**config.mk**
```make
export PLATFORM = sky130hd
export DESIGN_NAME = adma_desc_queue
export DESIGN_NICKNAME = d
export VERILOG_FILES = /design/src/rtl/adma_desc_queue.sv
export SDC_FILE = /design/constraint.sdc
export NUM_CORES = 1
export LEC_CHECK = 0
export ABC_AREA = 1
export CAP_MARGIN = 40
export CORE_UTILIZATION = 40
export DETAILED_ROUTE_END_ITERATION = 7
export SLEW_MARGIN = 20
export SYNTH_ARGS = -nofsm -noshare
export SYNTH_HDL_FRONTEND = slang
export SYNTH_SLANG_ARGS = --single-unit
```
**constraint.sdc**
```tcl
create_clock -name aclk -period 10.2 [get_ports aclk]
set_input_delay 2.04 -clock aclk [delete_from_list [all_inputs] [get_ports aclk]]
set_output_delay 2.04 -clock aclk [all_outputs]
set_load 0.1 [all_outputs]
```
**src/rtl/adma_desc_queue.sv**
```systemverilog
`default_nettype none
// ============================================================================
//  Module   : adma_desc_queue
//  Purpose  : Per-channel descriptor FIFO between the CSR block and the channel
//             transfer engine. Stores pushed descriptors, issues them in order
//             one at a time, tracks per-slot completion and optionally
//             re-queues completed descriptors (cyclic mode).
//  Revision : 1.0  initial release
// ============================================================================
module adma_desc_queue #(
  parameter int SRC_ADDR_W     = 32,
  parameter int DST_ADDR_W     = 32,
  parameter int DMA_LENGTH_W   = 16,
  parameter int DMA_DESC_DEPTH = 4,
  parameter int DMA_XFER_ID_W  = $clog2(DMA_DESC_DEPTH)
) (
  input  logic                      aclk,
  input  logic                      areset,
  input  logic                      chn_en_i,
  input  logic                      chn_cyclic_i,
  input  logic                      desc_wr_vld_i,
  output logic                      desc_wr_rdy_o,
  input  logic [SRC_ADDR_W-1:0]     desc_src_addr_i,
  input  logic [DST_ADDR_W-1:0]     desc_dst_addr_i,
  input  logic [DMA_LENGTH_W-1:0]   desc_xlen_i,
  input  logic [DMA_LENGTH_W-1:0]   desc_ylen_i,
  input  logic [DMA_LENGTH_W-1:0]   desc_src_strd_i,
  input  logic [DMA_LENGTH_W-1:0]   desc_dst_strd_i,
  output logic                      desc_rd_vld_o,
  input  logic                      desc_rd_rdy_i,
  output logic [DMA_XFER_ID_W-1:0]  desc_rd_id_o,
  output logic [SRC_ADDR_W-1:0]     desc_rd_src_addr_o,
  output logic [DST_ADDR_W-1:0]     desc_rd_dst_addr_o,
  output logic [DMA_LENGTH_W-1:0]   desc_rd_xlen_o,
  output logic [DMA_LENGTH_W-1:0]   desc_rd_ylen_o,
  output logic [DMA_LENGTH_W-1:0]   desc_rd_src_strd_o,
  output logic [DMA_LENGTH_W-1:0]   desc_rd_dst_strd_o,
  input  logic                      xfer_cpl_i,
  output logic [DMA_XFER_ID_W-1:0]  xfer_id_o,
  output logic [DMA_DESC_DEPTH-1:0] xfer_done_o,
  output logic [DMA_XFER_ID_W-1:0]  active_xfer_id_o,
  output logic [DMA_LENGTH_W-1:0]   active_xfer_len_o,
  output logic                      irq_qed_o,
  output logic                      irq_com_o
);

  localparam int CNT_W = DMA_XFER_ID_W + 1;
  localparam logic [CNT_W-1:0] DEPTH_CNT = CNT_W'(DMA_DESC_DEPTH);

  typedef enum logic [1:0] {
    ST_IDLE   = 2'd0,
    ST_ISSUE  = 2'd1,
    ST_ACTIVE = 2'd2
  } state_e;

  state_e                    state_q, state_d;
  logic [DMA_XFER_ID_W-1:0]  wr_ptr_q, wr_ptr_d;
  logic [DMA_XFER_ID_W-1:0]  rd_ptr_q, rd_ptr_d;
  logic [CNT_W-1:0]          count_q, count_d;
  logic [DMA_DESC_DEPTH-1:0] done_q, done_d;
  logic [DMA_XFER_ID_W-1:0]  act_id_q;
  logic [DMA_LENGTH_W-1:0]   act_len_q;
  logic                      irq_qed_q, irq_com_q;

  logic [SRC_ADDR_W-1:0]     src_mem_q  [DMA_DESC_DEPTH];
  logic [DST_ADDR_W-1:0]     dst_mem_q  [DMA_DESC_DEPTH];
  logic [DMA_LENGTH_W-1:0]   xlen_mem_q [DMA_DESC_DEPTH];
  logic [DMA_LENGTH_W-1:0]   ylen_mem_q [DMA_DESC_DEPTH];
  logic [DMA_LENGTH_W-1:0]   sstr_mem_q [DMA_DESC_DEPTH];
  logic [DMA_LENGTH_W-1:0]   dstr_mem_q [DMA_DESC_DEPTH];

  logic cpl_fire;   // completion of the outstanding transfer
  logic recirc;     // cyclic completion: head is copied back to the tail
  logic push;       // CSR push accepted this cycle
  logic issue_hs;   // engine accepts the offered descriptor
  logic mem_we;

  logic [SRC_ADDR_W-1:0]   wsrc;
  logic [DST_ADDR_W-1:0]   wdst;
  logic [DMA_LENGTH_W-1:0] wxlen, wylen, wsstr, wdstr;

  // Handshake qualifiers; recirculation owns the write port, so a push is refused then
  always_comb begin
    cpl_fire      = (state_q == ST_ACTIVE) && xfer_cpl_i;
    recirc        = cpl_fire && chn_cyclic_i;
    desc_wr_rdy_o = (count_q != DEPTH_CNT) && !recirc;
    push          = desc_wr_vld_i && desc_wr_rdy_o;
    issue_hs      = (state_q == ST_ISSUE) && desc_rd_rdy_i;
    mem_we        = push || recirc;
  end

  // Write-data source: CSR fields on a push, head slot on a cyclic copy
  always_comb begin
    wsrc  = desc_src_addr_i;
    wdst  = desc_dst_addr_i;
    wxlen = desc_xlen_i;
    wylen = desc_ylen_i;
    wsstr = desc_src_strd_i;
    wdstr = desc_dst_strd_i;
    if (recirc) begin
      wsrc  = src_mem_q[rd_ptr_q];
      wdst  = dst_mem_q[rd_ptr_q];
      wxlen = xlen_mem_q[rd_ptr_q];
      wylen = ylen_mem_q[rd_ptr_q];
      wsstr = sstr_mem_q[rd_ptr_q];
      wdstr = dstr_mem_q[rd_ptr_q];
    end
  end

  // Descriptor storage; contents need no reset since occupancy is tracked by count
  always_ff @(posedge aclk) begin
    if (mem_we) begin
      src_mem_q[wr_ptr_q]  <= wsrc;
      dst_mem_q[wr_ptr_q]  <= wdst;
      xlen_mem_q[wr_ptr_q] <= wxlen;
      ylen_mem_q[wr_ptr_q] <= wylen;
      sstr_mem_q[wr_ptr_q] <= wsstr;
      dstr_mem_q[wr_ptr_q] <= wdstr;
    end
  end

  // Next-state for the issue FSM
  always_comb begin
    state_d = state_q;
    case (state_q)
      ST_IDLE:   if ((count_q != '0) && chn_en_i) state_d = ST_ISSUE;
      ST_ISSUE:  if (desc_rd_rdy_i)               state_d = ST_ACTIVE;
      ST_ACTIVE: if (xfer_cpl_i)                  state_d = ST_IDLE;
      default:                                    state_d = ST_IDLE;
    endcase
  end

  // Pointer, occupancy and done-bitmap next values
  always_comb begin
    wr_ptr_d = wr_ptr_q;
    rd_ptr_d = rd_ptr_q;
    count_d  = count_q;
    done_d   = done_q;
    if (mem_we) begin
      wr_ptr_d         = wr_ptr_q + 1'b1;
      done_d[wr_ptr_q] = 1'b0;
    end
    if (cpl_fire) begin
      rd_ptr_d         = rd_ptr_q + 1'b1;
      // Set after the clear so a full cyclic queue still reports the completion
      done_d[rd_ptr_q] = 1'b1;
    end
    if (push && !(cpl_fire && !chn_cyclic_i)) begin
      count_d = count_q + 1'b1;
    end else if (!push && cpl_fire && !chn_cyclic_i) begin
      count_d = count_q - 1'b1;
    end
  end

  // State registers, active-transfer status and interrupt pulses
  always_ff @(posedge aclk) begin
    if (areset) begin
      state_q   <= ST_IDLE;
      wr_ptr_q  <= '0;
      rd_ptr_q  <= '0;
      count_q   <= '0;
      done_q    <= '0;
      act_id_q  <= '0;
      act_len_q <= '0;
      irq_qed_q <= 1'b0;
      irq_com_q <= 1'b0;
    end else begin
      state_q   <= state_d;
      wr_ptr_q  <= wr_ptr_d;
      rd_ptr_q  <= rd_ptr_d;
      count_q   <= count_d;
      done_q    <= done_d;
      irq_qed_q <= push;
      irq_com_q <= cpl_fire;
      if (issue_hs) begin
        act_id_q  <= rd_ptr_q;
        act_len_q <= xlen_mem_q[rd_ptr_q];
      end
    end
  end

  // Offered descriptor; fields are zeroed when nothing is offered
  always_comb begin
    desc_rd_vld_o      = (state_q == ST_ISSUE);
    desc_rd_id_o       = '0;
    desc_rd_src_addr_o = '0;
    desc_rd_dst_addr_o = '0;
    desc_rd_xlen_o     = '0;
    desc_rd_ylen_o     = '0;
    desc_rd_src_strd_o = '0;
    desc_rd_dst_strd_o = '0;
    if (desc_rd_vld_o) begin
      desc_rd_id_o       = rd_ptr_q;
      desc_rd_src_addr_o = src_mem_q[rd_ptr_q];
      desc_rd_dst_addr_o = dst_mem_q[rd_ptr_q];
      desc_rd_xlen_o     = xlen_mem_q[rd_ptr_q];
      desc_rd_ylen_o     = ylen_mem_q[rd_ptr_q];
      desc_rd_src_strd_o = sstr_mem_q[rd_ptr_q];
      desc_rd_dst_strd_o = dstr_mem_q[rd_ptr_q];
    end
  end

  assign xfer_id_o         = wr_ptr_q;
  assign xfer_done_o       = done_q;
  assign active_xfer_id_o  = act_id_q;
  assign active_xfer_len_o = act_len_q;
  assign irq_qed_o         = irq_qed_q;
  assign irq_com_o         = irq_com_q;

endmodule
`default_nettype wire

```
==> impl_metrics.py, run 1 <==
metrics = {
    "floorplan": {
        "die-area_um2": 56820,
        "start_util_pct": 40.48,
        "rows": 86,
        "die_h_um": 238.4,
        "die_x_um": 238.4,
        "ios": 293,
        "core_area_um2": 55200,
    },
    "global_route": {
        "grt_max_degree": 201,
        "grt_overflow_total": 0,
        "grt_pass1_wl_um": 87720,
        "grt_pass1_vias": 16170,
        "grt.total_usage_pct": 19.62,
        "antenna_found_initial": 2,
    },
    "routing": {
        "vias": 15820,
        "post_drt_wl_per_cell_um": 18.58,
        "viasPerCell": 5.215,
        "first_pass_iters": 5,
        "drt-initial-drc-count": 972,
        "drc": 0,
        "ant_nets": 0,
        "postRouteWirelength_um": 56340,
    },
    "clock_network": {
        "cts_tree": "yes",
        "postCtsHoldBufs": 0,
        "cts_sinks": 547,
        "clk_latency_ps": 590,
        "htreeDepth": 2,
        "clockBufferDepth": 3,
        "numCtsBuffers": 56,
        "clk_transition_reported_paths_ps": 60,
        "cts-root-buf": "clkbuf_16",
        "post_cts_buffers": 0,
        "cts.repair.resized": 0,
    },
    "critical_path": {
        "rr_worst_depth": 5,
        "end_kind": "output pin",
        "crit_top_cell": "clkdlybuf4s50_1",
        "critPathKind": "primary input to output pin",
        "required_ps": 8160,
        "cpPeakStageDelay_ps": 560,
        "crit_fanout": 19,
        "crit-reg2reg-launch": "state_q[1]",
        "critical-path-top-delay-family": "buffers and inverters",
        "crit_chain": "clkdlybuf4s50_1 -> nand4_4 -> nand2_1 -> inv_1 -> clkdlybuf4s50_1 -> buf_8",
        "cp_slowest_cell": "clkdlybuf4s50_1",
        "crit_buf_inv": 4,
        "worst-path-stages": 6,
        "critPathArrivalTime_ps": 3880,
        "startpoint": "xfer_cpl_i",
        "crit_path_start_kind": "primary input",
    },
    "timing": {
        "setup_tns_ps": 0,
        "period_share_pct": 58.06,
        "slew_viol_final": 0,
        "rsz0062_at_grt": "no",
        "fin_worst_skew_ps": 14.81,
        "layout_min_cycle_time_ps": 5922,
        "setup_viol": 0,
        "finalHoldViolCount": 0,
        "maxSlewHeadroom_pct": 34.50,
        "fmax_mhz": 168.9,
        "tightestPinTransition_ps": 982.5,
    },
    "synthesis": {
        "synth.avg_cell_area_um2": 12.21,
        "ys_seq_area_share_pct": 71.93,
        "synth.yosys.warnings": 0,
        "yosysTopAreaCellShare_pct": 68.80,
        "synth_mux_area_share_pct": 0,
        "synthTopCellsByCount": "nand2_1 (532), edfxtp_1 (512), a21oi_1 (154)",
        "synth-xor-area-share_pct": 0,
        "synth-compound-area-share_pct": 12.72,
        "synth_edf_count": 512,
        "synthDistinctLibCells": 26,
        "synth_top_family_by_area": "compound AO/OA/AOI/OAI gates",
        "netlist_instances": 1831,
        "synth_area_um2": 22350,
        "syn-num-nets": 1975,
        "synth.most_common_cell": "nand2_1",
        "synth-adder-area-share_pct": 0.5375,
        "synth_top_cell_by_area": "edfxtp_1",
        "synth.area.top_cells": "edfxtp_1 (69%), nand2_1 (8.9%), a32o_1 (5.7%)",
        "synth_flop_cell": "edfxtp_1",
        "synth-simple-area-share_pct": 11.70,
        "ys_ff_latch": 547,
        "async_flop_share_pct": 0,
    },
    "min_path": {
        "hold_path.class": "register to register",
        "holdPathStages": 2,
        "min_from": "active_xfer_id_o[0]",
    },
    "cells_and_area": {
        "syn_to_final_growth_pct": 36.87,
        "fillCellCount": 4497,
        "layout-drive-gt1-share_pct": 12.18,
        "nNetsFinal": 2382,
    },
    "placement": {
        "detailed_place_hpwl_um": 33770,
        "io_buffer_count": 292,
        "place.gp.congestion": 0.7751,
    },
    "power": {
        "p_switching_mw": 1.600,
        "peakVddDrop_v": 0.0001309,
        "p_int_mw": 4.170,
        "power_frac_comb_pct": 20.2,
        "powerDensity_nw_per_um2": 188.6,
        "leakagePower_nw": 11.26,
        "finalPower_mw": 5.770,
        "switching_share_pct": 27.73,
        "clkPwrFrac_pct": 33.8,
        "seq_power_share_pct": 46.0,
    },
    "job": {
        "maxCapViolCount": 0,
    },
    "outcome": {
        "outcome": "complete, no violations",
    },
}
## worst paths after layout
kind	endpoint	slack (ps)
hold reg to reg	active_xfer_id_o[0]	480
hold / removal	active_xfer_id_o[0]	480
setup reg to reg	dstr_mem_q[2][6]	6810
setup / recovery	desc_wr_rdy_o	4280
## placed cells by master (no fill, tap or decap)
| cell type | count |
|---|---|
| buf_12 | 7 |
| o311ai_0 | 1 |
| ha_1 | 8 |
| buf_4 | 16 |
| inv_6 | 2 |
| a21oi_1 | 154 |
| inv_1 | 18 |
| buf_16 | 35 |
| nand3_1 | 3 |
| nand4_1 | 1 |
| nor2_2 | 1 |
| o21ai_0 | 22 |
| nor2_4 | 5 |
| o21ai_1 | 132 |
| a21boi_2 | 1 |
| dfxtp_1 | 34 |
| diode_2 | 3 |
| nand3b_1 | 1 |
| clkbuf_16 | 57 |
| nor2_1 | 139 |
| nand4_4 | 1 |
| clkbuf_8 | 9 |
| nand4_2 | 1 |
| clkdlybuf4s50_1 | 292 |
| dfxtp_4 | 1 |
| inv_8 | 1 |
| a32o_1 | 128 |
| clkbuf_1 | 15 |
| fa_1 | 1 |
| nand2_1 | 532 |
| inv_4 | 1 |
| clkinv_2 | 7 |
| buf_8 | 131 |
| bufinv_16 | 2 |
| edfxtp_1 | 512 |
| clkinv_1 | 11 |
## power groups by stage
| stage | sequential, mW | combinational, mW | clock (mW) |
|---|---|---|---|
| after floorplan | 2.77 | 0.631 | 0 |
| after global placement | 2.70 | 0.952 | 0 |
| after detailed placement | 2.70 | 1.17 | 0 |
| after CTS | 2.66 | 1.17 | 1.99 |
| after global routing | 2.67 | 1.23 | 2.07 |
| final | 2.66 | 1.16 | 1.95 |
## tightest hold or removal path, delay by kind of cell (launching register included)
kind	cells	cell delay [ps]
AOI/OAI and AO/OA	1	50
DFF	1	310
and+or+nand+nor	1	60
## area by class of cell
class / instances / area [um^2] / area share [%]
Clock buffer: 81 / 1607 / 5.252
Timing Repair Buffer: 481 / 6113 / 19.99
Antenna cell: 3 / 7.507 / 0.02454
Multi-Input combinational cell: 1131 / 5607 / 18.33
Inverter: 21 / 93.84 / 0.3068
Clock inverter: 21 / 145.1 / 0.4745
Sequential cell: 547 / 16080 / 52.57
Tap cell: 748 / 935.9 / 3.060
## kinds of logic after synthesis
| kind of cell | count (synthesis) |
|---|---|
| buffers and inverters | 153 |
| AND/OR/NAND/NOR | 684 |
| flip-flops | 547 |
| adder cells (fa/ha/maj) | 9 |
| AO/OA/AOI/OAI | 438 |
## state kept, by name, indices dropped and copies added, names as in the netlist, named ones only
register	flops
state_q	2
xfer_id_o	2
xlen_mem_q	64
dstr_mem_q	64
ylen_mem_q	64
active_xfer_id_o	2
active_xfer_len_o	16
xfer_done_o	4
dst_mem_q	128
sstr_mem_q	64
count_q	3
irq_com_o	1
rd_ptr_q	2
irq_qed_o	1
src_mem_q	128
## per-layer routing
metal / share of wire, % / GRT usage, %
met1: 43 / 24.64
met4: 2.4 / 6.371
met3: 4.4 / 3.066
met5: 0.030 / 0
met2: 51 / 34.56
## metrics by stage
stage	instance area [um^2]	hold WS (ps)	std cells	setup slack [ps]	utilization, %
after floorplan	22350	471.0	1831	1693	-
after global placement	25800	462.9	2757	3436	46.74
after detailed placement	28750	468.4	2925	4280	52.08
after CTS	30500	477.6	3027	4281	55.25
after global routing	30580	505.7	3031	4201	55.40
final	30590	475.4	3033	4278	55.41
No activity file was read; power rests on OpenSTA's default activity.
==> inputs of run 2 (changes only) <==
Clock period 10.2 ns to 5.35 ns, I/O delays scaled along.
==> run 2 against run 1 <==
- setup slack worse by 3200 ps
- design area fell by 4.7%
- critical path depth is the same
- non-clock buffer count shrank 70
- sequential share of layout area increased by 2.6 points
- combinational power increased by 75%
- highest routed layer unchanged
- critical endpoint is now desc_rd_src_addr_o[26]
- clock power rose by 97%
- via count is 1.9% lower
- critical path type is now register to output pin
- final cell count decreased by 2.3%
==> impl_metrics.py, run 2 (synthesized netlist as in run 1, its figures left out) <==
metrics = {
    "cells_and_area": {
        "final_cell_mix": "nand2_1 (532), edfxtp_1 (512), clkdlybuf4s50_1 (221), a21oi_1 (154), nor2_1 (139)",
        "layout-drive-gt1-share_pct": 12.65,
        "top_regs": "dst_mem_q x128, src_mem_q x128",
        "fillCellCount": 4607,
        "nNetsFinal": 2313,
        "syn_to_final_growth_pct": 30.41,
        "layout.cells.non_filler": 2962,
        "design_area_um2": 29140,
        "finish.utilization_pct": 52.80,
        "mostFrequentLayoutCell": "nand2_1",
    },
    "clock_network": {
        "postCtsHoldBufs": 0,
        "post_cts_buffers": 0,
        "cts_sinks": 547,
        "numCtsBuffers": 57,
        "cts.repair.resized": 0,
        "cts_tree": "yes",
        "htreeDepth": 2,
        "clk_transition_reported_paths_ps": 60,
        "clk_latency_ps": 600,
        "cts-root-buf": "clkbuf_16",
        "clockBufferDepth": 3,
    },
    "power": {
        "leakagePower_nw": 10.80,
        "powerDensity_nw_per_um2": 375.6,
        "peakVddDrop_v": 0.0002464,
    },
    "timing": {
        "rsz0062_at_grt": "no",
        "finalHoldViolCount": 0,
        "setup_viol": 0,
        "fmax_mhz": 236.7,
        "slew_viol_final": 0,
        "period_share_pct": 78.97,
        "tightestPinTransition_ps": 1064,
        "layout_min_cycle_time_ps": 4225,
        "fin_worst_skew_ps": 14.60,
        "maxSlewHeadroom_pct": 29.08,
    },
    "job": {
        "maxCapViolCount": 0,
    },
    "routing": {
        "ant_nets": 0,
        "drc": 0,
        "first_pass_iters": 8,
        "viasPerCell": 5.239,
        "drt-initial-drc-count": 1156,
        "post_drt_wl_per_cell_um": 18.78,
        "postRouteWirelength_um": 55640,
        "vias": 15520,
    },
    "min_path": {
        "hold_path.class": "register to register",
        "min_from": "xfer_done_o[2]",
        "min_to": "xfer_done_o[2]",
        "holdPathStages": 2,
    },
    "placement": {
        "place.gp.congestion": 0.7696,
        "io_buffer_count": 292,
        "detailed_place_hpwl_um": 32860,
        "placed_cells": 2858,
        "dpl_cell_area_um2": 27330,
    },
    "global_route": {
        "grt_pass1_wl_um": 87640,
        "grt_overflow_total": 0,
        "grt.total_usage_pct": 19.58,
        "grt_max_degree": 227,
        "grt_pass1_vias": 15700,
        "antenna_found_initial": 3,
    },
    "critical_path": {
        "crit_path_start_kind": "register",
        "crit_fanout": 134,
        "critPathKind": "register to output pin",
        "regToRegSetupSlack_ps": 2710,
        "end_kind": "output pin",
        "critPathArrivalTime_ps": 3150,
        "crit-reg2reg-launch": "state_q[0]",
        "r2r_end": "count_q[2]",
        "rr_worst_depth": 9,
        "required_ps": 4280,
    },
    "floorplan": {
        "core_area_um2": 55200,
        "die_x_um": 238.4,
        "rows": 86,
        "ios": 293,
        "die_h_um": 238.4,
        "die-area_um2": 56820,
        "start_util_pct": 40.48,
    },
    "outcome": {
        "outcome": "complete, no violations",
    },
}
==> run 2: worst max-delay path by stage <==
stage	end	depth (start not counted)
global placement	xlen_mem_q[0][5]	5
floorplan	dst_mem_q[0][0]	4
finish	desc_rd_src_addr_o[26]	6
CTS	desc_rd_xlen_o[9]	7
global route	desc_rd_src_addr_o[26]	6
detailed placement	count_q[2]	10
==> run 2: layer usage <==
| layer | up-vias | global-route usage [%] | part of all wire, % |
|---|---|---|---|
| li1 | 7341 | - | - |
| met1 | 7639 | 25.49 | 42 |
| met2 | 424 | 32.97 | 50 |
| met3 | 110 | 3.216 | 5.1 |
| met4 | 4 | 7.168 | 2.8 |
| met5 | - | 0 | 0.050 |
==> run 2: through the flow <==
stage          hold WS [ps]  power [mW]  TNS (ps)  worst slack, ps
6_report              481.4       10.95         0             1125
5_1_grt               487.9       11.34         0            915.6
4_1_cts               478.1       11.07         0             1106
3_5_place_dp          469.1       7.200         0             1410
3_3_place_gp          460.6       6.981         0             1356
2_1_floorplan         471.0       6.460    -12150           -23.72
==> run 2: final cells by class <==
cell class                      count  area (um^2)  share of cell area [%]
Inverter                           21        91.34                  0.3134
Timing Repair Buffer              411         4619                   15.85
Clock buffer                       79         1529                   5.246
Multi-Input combinational cell   1131         5607                   19.24
Tap cell                          748        935.9                   3.211
Sequential cell                   547        16080                   55.17
Antenna cell                        1        2.502                0.008586
Clock inverter                     24        280.3                  0.9617
==> run 2: power by group <==
group | switching, mW | internal, mW
Combinational | 1.40 | 0.635
Sequential | 0.0678 | 5.00
Clock | 1.57 | 2.28
Total | 3.04 | 7.91
==> run 2: worst max-delay path: stages (launching register included) <==
cell	delay, ps
dfxtp_4	360
inv_6	480
buf_12	470
nand2_1	110
a32o_1	270
nor2_1	260
buf_4	360
